File: config.mk
export PLATFORM = sky130hd
export DESIGN_NAME = hazard_stall_ctrl
export DESIGN_NICKNAME = d
export VERILOG_FILES = /design/src/rtl/hazard_stall_ctrl_pkg.sv /design/src/rtl/hazard_stall_ctrl_match.sv /design/src/rtl/hazard_stall_ctrl.sv
export SDC_FILE = /design/constraint.sdc
export NUM_CORES = 1
export LEC_CHECK = 0
export CAP_MARGIN = 0
export CORE_MARGIN = 3
export CORE_UTILIZATION = 48
export DETAILED_ROUTE_END_ITERATION = 8
export GPL_ROUTABILITY_DRIVEN = 0
export PLACE_DENSITY = 0.95
export SETUP_SLACK_MARGIN = 0.2
export SYNTH_ARGS = -nofsm -noshare
export SYNTH_HDL_FRONTEND = slang
export SYNTH_SLANG_ARGS = --single-unit
File: constraint.sdc
create_clock -name clk -period 5.1 [get_ports clk]
set_clock_uncertainty 0.1 [all_clocks]
set_input_delay 0.51 -clock clk [delete_from_list [all_inputs] [get_ports clk]]
set_output_delay 0.51 -clock clk [all_outputs]
set_load 0.02 [all_outputs]
File: src/rtl/hazard_stall_ctrl_pkg.sv
// ---------------------------------------------------------------------------
// hazard_stall_ctrl_pkg
//   Shared definitions for the decode-stage hazard controller:
//     - FSM state encoding
//     - stall-length constants for each hazard class
//     - hz_req(): picks how many stall cycles the ID instruction needs
// ---------------------------------------------------------------------------
package hazard_stall_ctrl_pkg;

    typedef enum logic [1:0] {
        ST_IDLE   = 2'd0,
        ST_STALL  = 2'd1,
        ST_FREEZE = 2'd2
    } hz_state_e;

    typedef logic [1:0] stall_req_t;

    // Load result needed by the ID comparator: the load must reach WB first.
    localparam stall_req_t LU_BR_STALL  = 2'd2;
    // Ordinary load-use: one bubble, then MEM->EX forwarding covers it.
    localparam stall_req_t LU_STALL     = 2'd1;
    // ALU result needed by the ID comparator: wait until it sits in MEM.
    localparam stall_req_t ALU_BR_STALL = 2'd1;
    // Load in MEM feeding a branch: wait one more cycle for the load data.
    localparam stall_req_t LD_BR_STALL  = 2'd1;

    // First matching rule wins; ordering matters because a load also
    // writes a register, so the load rules must be checked before the ALU one.
    function automatic stall_req_t hz_req(
        input logic ex_hit,
        input logic ex_mem_read,
        input logic ex_reg_write,
        input logic mem_hit,
        input logic mem_mem_read,
        input logic is_branch
    );
        stall_req_t req;
        req = '0;
        if (ex_mem_read && ex_hit && is_branch)
            req = LU_BR_STALL;
        else if (ex_mem_read && ex_hit)
            req = LU_STALL;
        else if (ex_reg_write && ex_hit && is_branch)
            req = ALU_BR_STALL;
        else if (mem_mem_read && mem_hit && is_branch)
            req = LD_BR_STALL;
        return req;
    endfunction

endpackage

File: src/rtl/hazard_stall_ctrl_match.sv
// ---------------------------------------------------------------------------
// hazard_match
//   Reports whether a producer destination register is read by the
//   instruction currently in ID.
//   Ports:
//     x       in  AW  producer destination register
//     rs, rt  in  AW  ID source registers
//     use_rs  in  1   ID instruction actually reads rs
//     use_rt  in  1   ID instruction actually reads rt
//     hit     out 1   dependency exists
// ---------------------------------------------------------------------------
module hazard_match #(
    parameter int AW       = 5,
    parameter bit ZERO_REG = 1'b1
) (
    input  logic [AW-1:0] x,
    input  logic [AW-1:0] rs,
    input  logic [AW-1:0] rt,
    input  logic          use_rs,
    input  logic          use_rt,
    output logic          hit
);
    import hazard_stall_ctrl_pkg::*;

    logic rs_hit;
    logic rt_hit;
    logic zero_x;

    assign rs_hit = use_rs && (x == rs);
    assign rt_hit = use_rt && (x == rt);
    // $zero is hard-wired, so a "write" to it never produces a value to wait for.
    assign zero_x = ZERO_REG && (x == '0);
    assign hit    = (rs_hit || rt_hit) && !zero_x;

endmodule

File: src/rtl/hazard_stall_ctrl.sv
// ---------------------------------------------------------------------------
// hazard_stall_ctrl
//   Decode-stage hazard controller for a 5-stage MIPS pipe that resolves
//   branches in ID. Detects load-use, ALU->branch and load->branch hazards,
//   inserts the required number of bubbles, holds the whole pipe while the
//   data memory is busy and flushes IF/ID on taken branches.
//   All enables are combinational from the current inputs and registered
//   state, so they apply in the same cycle as the hazard appears.
//   Ports:
//     clk, rst_n             clock / async active-low reset
//     id_rs, id_rt           ID source registers
//     id_use_rs, id_use_rt   ID instruction reads rs / rt
//     id_is_branch           beq/bne in ID
//     id_br_taken            ID comparator result (meaningful when not stalled)
//     ex_rd, ex_reg_write,
//     ex_mem_read            EX producer info
//     mem_rd, mem_mem_read   MEM producer info
//     mem_busy               data memory not done
//     pc_we, ifid_we         PC / IF-ID write enables
//     idex_bubble            zero the ID/EX control fields
//     ifid_flush             squash IF/ID (taken branch)
//     pipe_freeze            hold every pipeline register
//     stall_o                ID stalled this cycle
//     stall_cycles           saturating count of stall + freeze cycles
// ---------------------------------------------------------------------------
module hazard_stall_ctrl
    import hazard_stall_ctrl_pkg::*;
#(
    parameter int AW       = 5,
    parameter int CNT_W    = 2,
    parameter int PERF_W   = 16,
    parameter bit ZERO_REG = 1'b1
) (
    input  logic              clk,
    input  logic              rst_n,
    input  logic [AW-1:0]     id_rs,
    input  logic [AW-1:0]     id_rt,
    input  logic              id_use_rs,
    input  logic              id_use_rt,
    input  logic              id_is_branch,
    input  logic              id_br_taken,
    input  logic [AW-1:0]     ex_rd,
    input  logic              ex_reg_write,
    input  logic              ex_mem_read,
    input  logic [AW-1:0]     mem_rd,
    input  logic              mem_mem_read,
    input  logic              mem_busy,
    output logic              pc_we,
    output logic              ifid_we,
    output logic              idex_bubble,
    output logic              ifid_flush,
    output logic              pipe_freeze,
    output logic              stall_o,
    output logic [PERF_W-1:0] stall_cycles
);

    // -----------------------------------------------------------------------
    // Dependency detection
    // -----------------------------------------------------------------------
    logic       ex_hit;
    logic       mem_hit;
    stall_req_t req;

    hazard_match #(.AW(AW), .ZERO_REG(ZERO_REG)) u_ex_match (
        .x      (ex_rd),
        .rs     (id_rs),
        .rt     (id_rt),
        .use_rs (id_use_rs),
        .use_rt (id_use_rt),
        .hit    (ex_hit)
    );

    hazard_match #(.AW(AW), .ZERO_REG(ZERO_REG)) u_mem_match (
        .x      (mem_rd),
        .rs     (id_rs),
        .rt     (id_rt),
        .use_rs (id_use_rs),
        .use_rt (id_use_rt),
        .hit    (mem_hit)
    );

    assign req = hz_req(ex_hit, ex_mem_read, ex_reg_write,
                        mem_hit, mem_mem_read, id_is_branch);

    // -----------------------------------------------------------------------
    // State
    // -----------------------------------------------------------------------
    hz_state_e          state_q, state_d;
    hz_state_e          saved_q, saved_d;   // state to resume after a freeze
    logic [CNT_W-1:0]   cnt_q,   cnt_d;     // stall cycles still owed after this one
    logic [PERF_W-1:0]  perf_q,  perf_d;
    hz_state_e          eff_state;
    logic [CNT_W-1:0]   req_w;
    logic [CNT_W-1:0]   req_m1;

    assign req_w  = CNT_W'(req);
    assign req_m1 = req_w - CNT_W'(1);

    // While frozen, the pipe behaves like the interrupted state as soon as
    // mem_busy drops; this makes the release cycle a normal working cycle
    // rather than one extra dead cycle.
    assign eff_state = (state_q == ST_FREEZE) ? saved_q : state_q;

    always_comb begin
        state_d     = state_q;
        saved_d     = saved_q;
        cnt_d       = cnt_q;
        pc_we       = 1'b1;
        ifid_we     = 1'b1;
        idex_bubble = 1'b0;
        pipe_freeze = 1'b0;
        stall_o     = 1'b0;

        if (mem_busy) begin
            // Freeze has priority over any hazard; a hazard arriving now is
            // simply re-evaluated once the memory releases the pipe.
            pipe_freeze = 1'b1;
            pc_we       = 1'b0;
            ifid_we     = 1'b0;
            state_d     = ST_FREEZE;
            if (state_q != ST_FREEZE)
                saved_d = state_q;
        end else begin
            case (eff_state)
                ST_IDLE: begin
                    state_d = ST_IDLE;
                    if (req != '0) begin
                        stall_o     = 1'b1;
                        pc_we       = 1'b0;
                        ifid_we     = 1'b0;
                        idex_bubble = 1'b1;
                        cnt_d       = req_m1;
                        state_d     = (req_m1 != '0) ? ST_STALL : ST_IDLE;
                    end
                end
                ST_STALL: begin
                    // Hazards are not re-checked here: the count loaded on
                    // entry already covers the remaining distance.
                    stall_o     = 1'b1;
                    pc_we       = 1'b0;
                    ifid_we     = 1'b0;
                    idex_bubble = 1'b1;
                    cnt_d       = cnt_q - CNT_W'(1);
                    state_d     = (cnt_q == CNT_W'(1)) ? ST_IDLE : ST_STALL;
                end
                default: begin
                    state_d = ST_IDLE;
                    cnt_d   = '0;
                end
            endcase
        end
    end

    // The comparator result is stale while ID is held, so only a live
    // branch may squash the fetched instruction.
    assign ifid_flush = id_is_branch && id_br_taken && !stall_o && !pipe_freeze;

    always_comb begin
        perf_d = perf_q;
        if ((stall_o || pipe_freeze) && (perf_q != {PERF_W{1'b1}}))
            perf_d = perf_q + PERF_W'(1);
    end

    always_ff @(posedge clk or negedge rst_n) begin
        if (!rst_n) begin
            state_q <= ST_IDLE;
            saved_q <= ST_IDLE;
            cnt_q   <= '0;
            perf_q  <= '0;
        end else begin
            state_q <= state_d;
            saved_q <= saved_d;
            cnt_q   <= cnt_d;
            perf_q  <= perf_d;
        end
    end

    assign stall_cycles = perf_q;

endmodule

After elaboration in Yosys (flattened, before gate mapping)
Index checks and enable logic that the tools add are counted.
W data, S select, Z words.
- reduce and logical (&&, ||, !) cells: 30
- add/subtract/negate cells: 3
- multiplexer cells: 19
- eq/ne operators: 10
- bitwise operators: 1
- operator list (kind ; number):
    $eq A5 B5 Y1 ; 4
    $add A16 B1 Y16 const B ; 1
    $logic_and A1 B1 Y1 ; 16
    $ne A16 B16 Y1 const B ; 1
    $mux W1 ; 11
    $logic_not A5 Y1 ; 2
    $mux W2 ; 4
    $pmux W2 S2 ; 2
    $eq A2 B1 Y1 const B ; 2
    $logic_not A1 Y1 ; 4
    $ne A2 B2 Y1 const B ; 2
    $pmux W1 S2 ; 2
    $reduce_and A2 Y1 ; 2
    $reduce_bool A2 Y1 ; 2
    $sub A2 B1 Y2 const B ; 2
    $logic_or A1 B1 Y1 ; 3
    $eq A2 B2 Y1 const B ; 1
    $logic_not A2 Y1 ; 1
    $not A1 Y1 ; 1
- output and inout bits: 22
- word-level logic and storage cells: 67
- flip-flop bits (word level): 22

Logic depth before layout (Yosys ltp)
- word-level depth: 17
- mapped depth: 12
- gate-level depth less buffers: 12

Modules after synthesis
A second synthesis with hierarchy kept.
- cell total of the unflattened synthesis: 159
- area, all modules: 1570.3 um^2
- modules (own cells, without submodules) (module ; times used ; seq. area each (um^2) ; area an instance (um^2) ; cells each):
    hazard_stall_ctrl ; 1 ; 550.5 ; 1305.0 ; 125
    hazard_match ; 2 ; 0.0 ; 132.6 ; 17

Worst setup path before layout
Ideal clock, no wire load.
- kind: input to output
- from: in mem_rd[1]
- to: out ifid_flush
- arrival: 2831 ps
- cell stages on the path: 9
- data required time: 4490 ps
- path slack: 1659 ps
- path through: or4_1 > o21ai_2 > o22ai_1 > a221oi_2 > ha_1 > nor2b_1 > a2bb2oi_2 > nor2_1 > and3_1
- cells in the longest elaborated chain, start to end: 17
- elaborated cells between the ends (all ways): 21
- those cells by class: 2 x eq/ne; 7 x mux; 12 x reduce/logical
- ends and longest elaborated chain (item ; RTL line ; text):
    start, declared ; hazard_stall_ctrl.sv:45 ; input logic [AW-1:0] mem_rd,
    $eq A5 B5 Y1 (on tied branches) ; hazard_stall_ctrl_match.sv:29, hazard_stall_ctrl_match.sv:30 ;
    $logic_and A1 B1 Y1 (on tied branches) ; hazard_stall_ctrl_match.sv:29, hazard_stall_ctrl_match.sv:30 ;
    $logic_or A1 B1 Y1 ; hazard_stall_ctrl_match.sv:33 ; assign hit = (rs_hit || rt_hit) && !zero_x;
    $logic_and A1 B1 Y1 (*) ; hazard_stall_ctrl_match.sv:33 ;
    $logic_and A1 B1 Y1 (*) (2 in a row) ; hazard_stall_ctrl_pkg.sv:45 ; else if (mem_mem_read && mem_hit && is_branch)
    $mux W1 (*) ; hazard_stall_ctrl_pkg.sv:45 ;
    $mux W1 (*) ; hazard_stall_ctrl_pkg.sv:43 ; else if (ex_reg_write && ex_hit && is_branch)
    $mux W1 (*) ; hazard_stall_ctrl_pkg.sv:41 ; else if (ex_mem_read && ex_hit)
    $mux W2 (*) ; hazard_stall_ctrl_pkg.sv:39 ; if (ex_mem_read && ex_hit && is_branch)
    $reduce_bool A2 Y1 (*) ; hazard_stall_ctrl.sv:127 ; if (req != '0) begin
    $mux W1 (*) ; hazard_stall_ctrl.sv:127 ;
    $pmux W1 S2 (*) ; hazard_stall_ctrl.sv:124 ; case (eff_state)
    $mux W1 (*) ; hazard_stall_ctrl.sv:114 ; if (mem_busy) begin
    $logic_not A1 Y1 (*) ; hazard_stall_ctrl.sv:156 ; assign ifid_flush = id_is_branch && id_br_taken && !stall_o && !pipe_freeze;
    $logic_and A1 B1 Y1 (*) (2 in a row) ; hazard_stall_ctrl.sv:156 ;
    end, declared ; hazard_stall_ctrl.sv:51 ; output logic ifid_flush,
Every way passes the cells marked *; elsewhere a longest branch is shown, timed or not.

Final worst setup path
- from: in mem_rd[0]
- to: out ifid_flush
Same word-level chain as after synthesis.

==> impl_metrics.yaml <==
critical_path:
  cpMostUsedCell: "clkdlybuf4s50_1"
  crit_type: "in2out"
  slowest_stage: "clkdlybuf4s50_1"
  cp.arrival_ns: 3.84
  path_max_fanout: 5
  r2r_slack_ns: 3.00
  r2r_end: "stall_cycles[10]"
  cp_slowest_stage_delay_ns: 0.61
  r2r_cells: 7
  reg2reg_from: "stall_cycles[0]"
  cp-end-kind: "output port"
  cp-start-kind: "input pin"
  worstPathCellList: "clkdlybuf4s50_1 -> xor2_1 -> nor4_2 -> a32oi_1 -> o22ai_1 -> a221oi_2 -> ha_1 -> nor2b_1 -> a2bb2oi_2 -> nor2_1 -> and3_1 -> clkdlybuf4s50_1"
  cp.required_ns: 4.49
drt:
  met1_length_um: 1640
  dr.pass1.iters: 4
  drc_errors: 0
  wl_met3_um: 137
  routed-wl-met2_um: 1910
  drtIter0Drc: 35
  wl_per_cell_um: 15.6
  num_vias: 1346
  postRouteAntennaNets: 0
  top_layer: "met4"
  routed_wl_um: 3750
  via_per_inst: 5.61
hold_path:
  hold_start: "stall_cycles[6]"
  worstHoldPathCells: 1
  hold_path.class: "reg2reg"
  holdPathEnd: "stall_cycles[6]"
pwr:
  cellPowerDensity_nw_per_um2: 306
  peakVddDrop_uv: 300
  total_power_uw: 629
  cellLeakagePower_nw: 0.798
timing:
  final_hold_viol_count: 0
  fin_crit_sh_pct: 87.2
  rsz0062_at_grt: "false"
  max_freq_ghz: 0.225
  setup_viol: 0
  setup_slack_ns: 0.650
  setup_tns_ns: 0
  slew-limit-headroom_pct: 37.2
  worst_slew_pin_slew_ns: 0.939
  final_max_slew_viol_count: 0
  period_needed_ns: 4.45
logic_synthesis:
  synthArstFlopShare_pct: 100
  synth_top_cell_by_area: "dfrtp_1"
  synth_nets: 191
  ys_warn_count: 0
  synthFlopType: "dfrtp_1"
  synthCells: 158
  ys_seq_area_share_pct: 37.1
  synth_commonest_cells: "22 x dfrtp_1, 22 x xnor2_1, 16 x nor2_1"
  avgSynthCellArea_um2: 9.38
  synth.cell_area_um2: 1480
  synth_edf_count: 0
  synth_top_area_share_pct: 37.1
  ys_ff_latch: 22
  synth.distinct_cells: 39
  synth_area_leaders: "dfrtp_1 37%, xnor2_1 13%, xor2_1 7.1%"
layout:
  antennaDiodeCount: 0
  layout-drive-gt1-share_pct: 5.74
  area_growth_pct: 38.8
  multi_input_area_um2: 876
  post-route-util_pct: 72.1
  regArea_um2: 551
  fill_cells: 209
  stdcell_count: 240
  fin_nets: 243
global_route:
  gr-usage-all-layers_pct: 21.1
  overflow: 0
  grt_max_degree: 23
  grt_pass1_wl_um: 5930
  antenna_found_initial: 0
  grt_pass1_vias: 1297
clocking:
  postCtsHoldBufs: 0
  cts.clk_slew.worst_paths_ns: 0.13
  clockRootBuffer: "clkbuf_4"
  clockBufferDepth: 2
  cts_resized: 0
  cts_tree: "built"
  htreeDepth: 1
  insertion_delay_ns: 0.32
  clkSinkCount: 22
  cts_setup_buffers: 0
  cts_inserted_buffers: 3
placement:
  placed_cells: 236
  portBuffers: 51
  dpl.hpwl_um: 2950
  dp_slack_ns: 0.735
floorplan:
  initial_core_util_pct: 52.0
  fp.dieW_um: 61.6
  die-area_um2: 3790
  fp-row-count: 19
  dieHeight_um: 61.6
  core_um2: 2850
  ioPinCount: 52
run_status:
  status: "completed"
job:
  maxCapViolCount: 0
-- routing by layer --
metal	vias to the layer above	global-route usage, %
met1	645	29.1
li1	656	-
met3	6	4.40
met5	-	0
met4	0	4.24
met2	39	34.4
-- placed cells by master, fill, tap and decap left out, drive strengths merged, types with 2 or more instances in the layout --
cell type and instances:
dfrtp 22, nor3 6, o21ai 6, ha 3, nor4 3, clkbuf 3, o22ai 2, nor2 16
a21oi 4, nand2 12, xor2 12, inv 8, o22a 2, xnor2 22, nand3 8, clkdlybuf4s50 51
a2bb2oi 2, nor2b 5, nand4 6
-- where the power goes --
part           internal [mW]  switching (mW)  total (mW)  leakage (nW)
registers              0.210          0.0433       0.253         0.275
clock network         0.0795          0.0551       0.135        0.0279
logic                  0.122           0.119       0.241         0.496
total                  0.411           0.217       0.629         0.798
-- cell families after synthesis --
family | Yosys count | synth area share [%]
AND/OR/NAND/NOR | 62 | 21.4
XOR/XNOR | 34 | 20.1
multiplexers | 1 | 0.759
flip-flops | 22 | 37.1
adder cells (fa/ha/maj) | 3 | 2.53
AO/OA/AOI/OAI | 24 | 14.3
buffers and inverters | 12 | 3.80
-- stage by stage --
step	hold WS, ns	area [um^2]
finish	0.412	2060
global route	0.441	2060
CTS	0.419	2060
detailed placement	0.398	2010
global placement	0.371	2010
floorplan	0.114	1480
-- layout make-up --
type	count	share of cell area (%)
inverter	8	1.46
timing repair buffer	51	24.8
sequential	22	26.7
clock buffer	3	1.09
multi-input combinational	124	42.6
clock inverter	1	1.46
tap	31	1.88
-- critical path: cells and delay by family --
family / cells / cell delay (ns)
xor gates and xnor gates: 1 / 0.20
buffers and inverters: 2 / 1.19
AOI/OAI and AO/OA: 4 / 0.98
and+or+nand+nor: 4 / 0.66
adders and majority gates: 1 / 0.29
-- state kept, by name, summed over array words and instances, names as in the netlist --
| name | count |
|---|---|
| stall_cycles | 16 |
| saved_q | 2 |
| state_q | 2 |
| cnt_q | 2 |
-- worst max path at each step --
stage / cells after the start / start / slack, ns / end
after floorplan: 9 / mem_rd[1] / 1.66 / ifid_flush
after global placement: 11 / mem_rd[1] / 0.83 / ifid_flush
after detailed placement: 11 / mem_rd[1] / 0.73 / ifid_flush
after CTS: 11 / mem_rd[1] / 0.72 / ifid_flush
after global routing: 12 / mem_rd[0] / 0.53 / ifid_flush
final: 12 / mem_rd[0] / 0.65 / ifid_flush
Power figures use the tool's default switching activity.
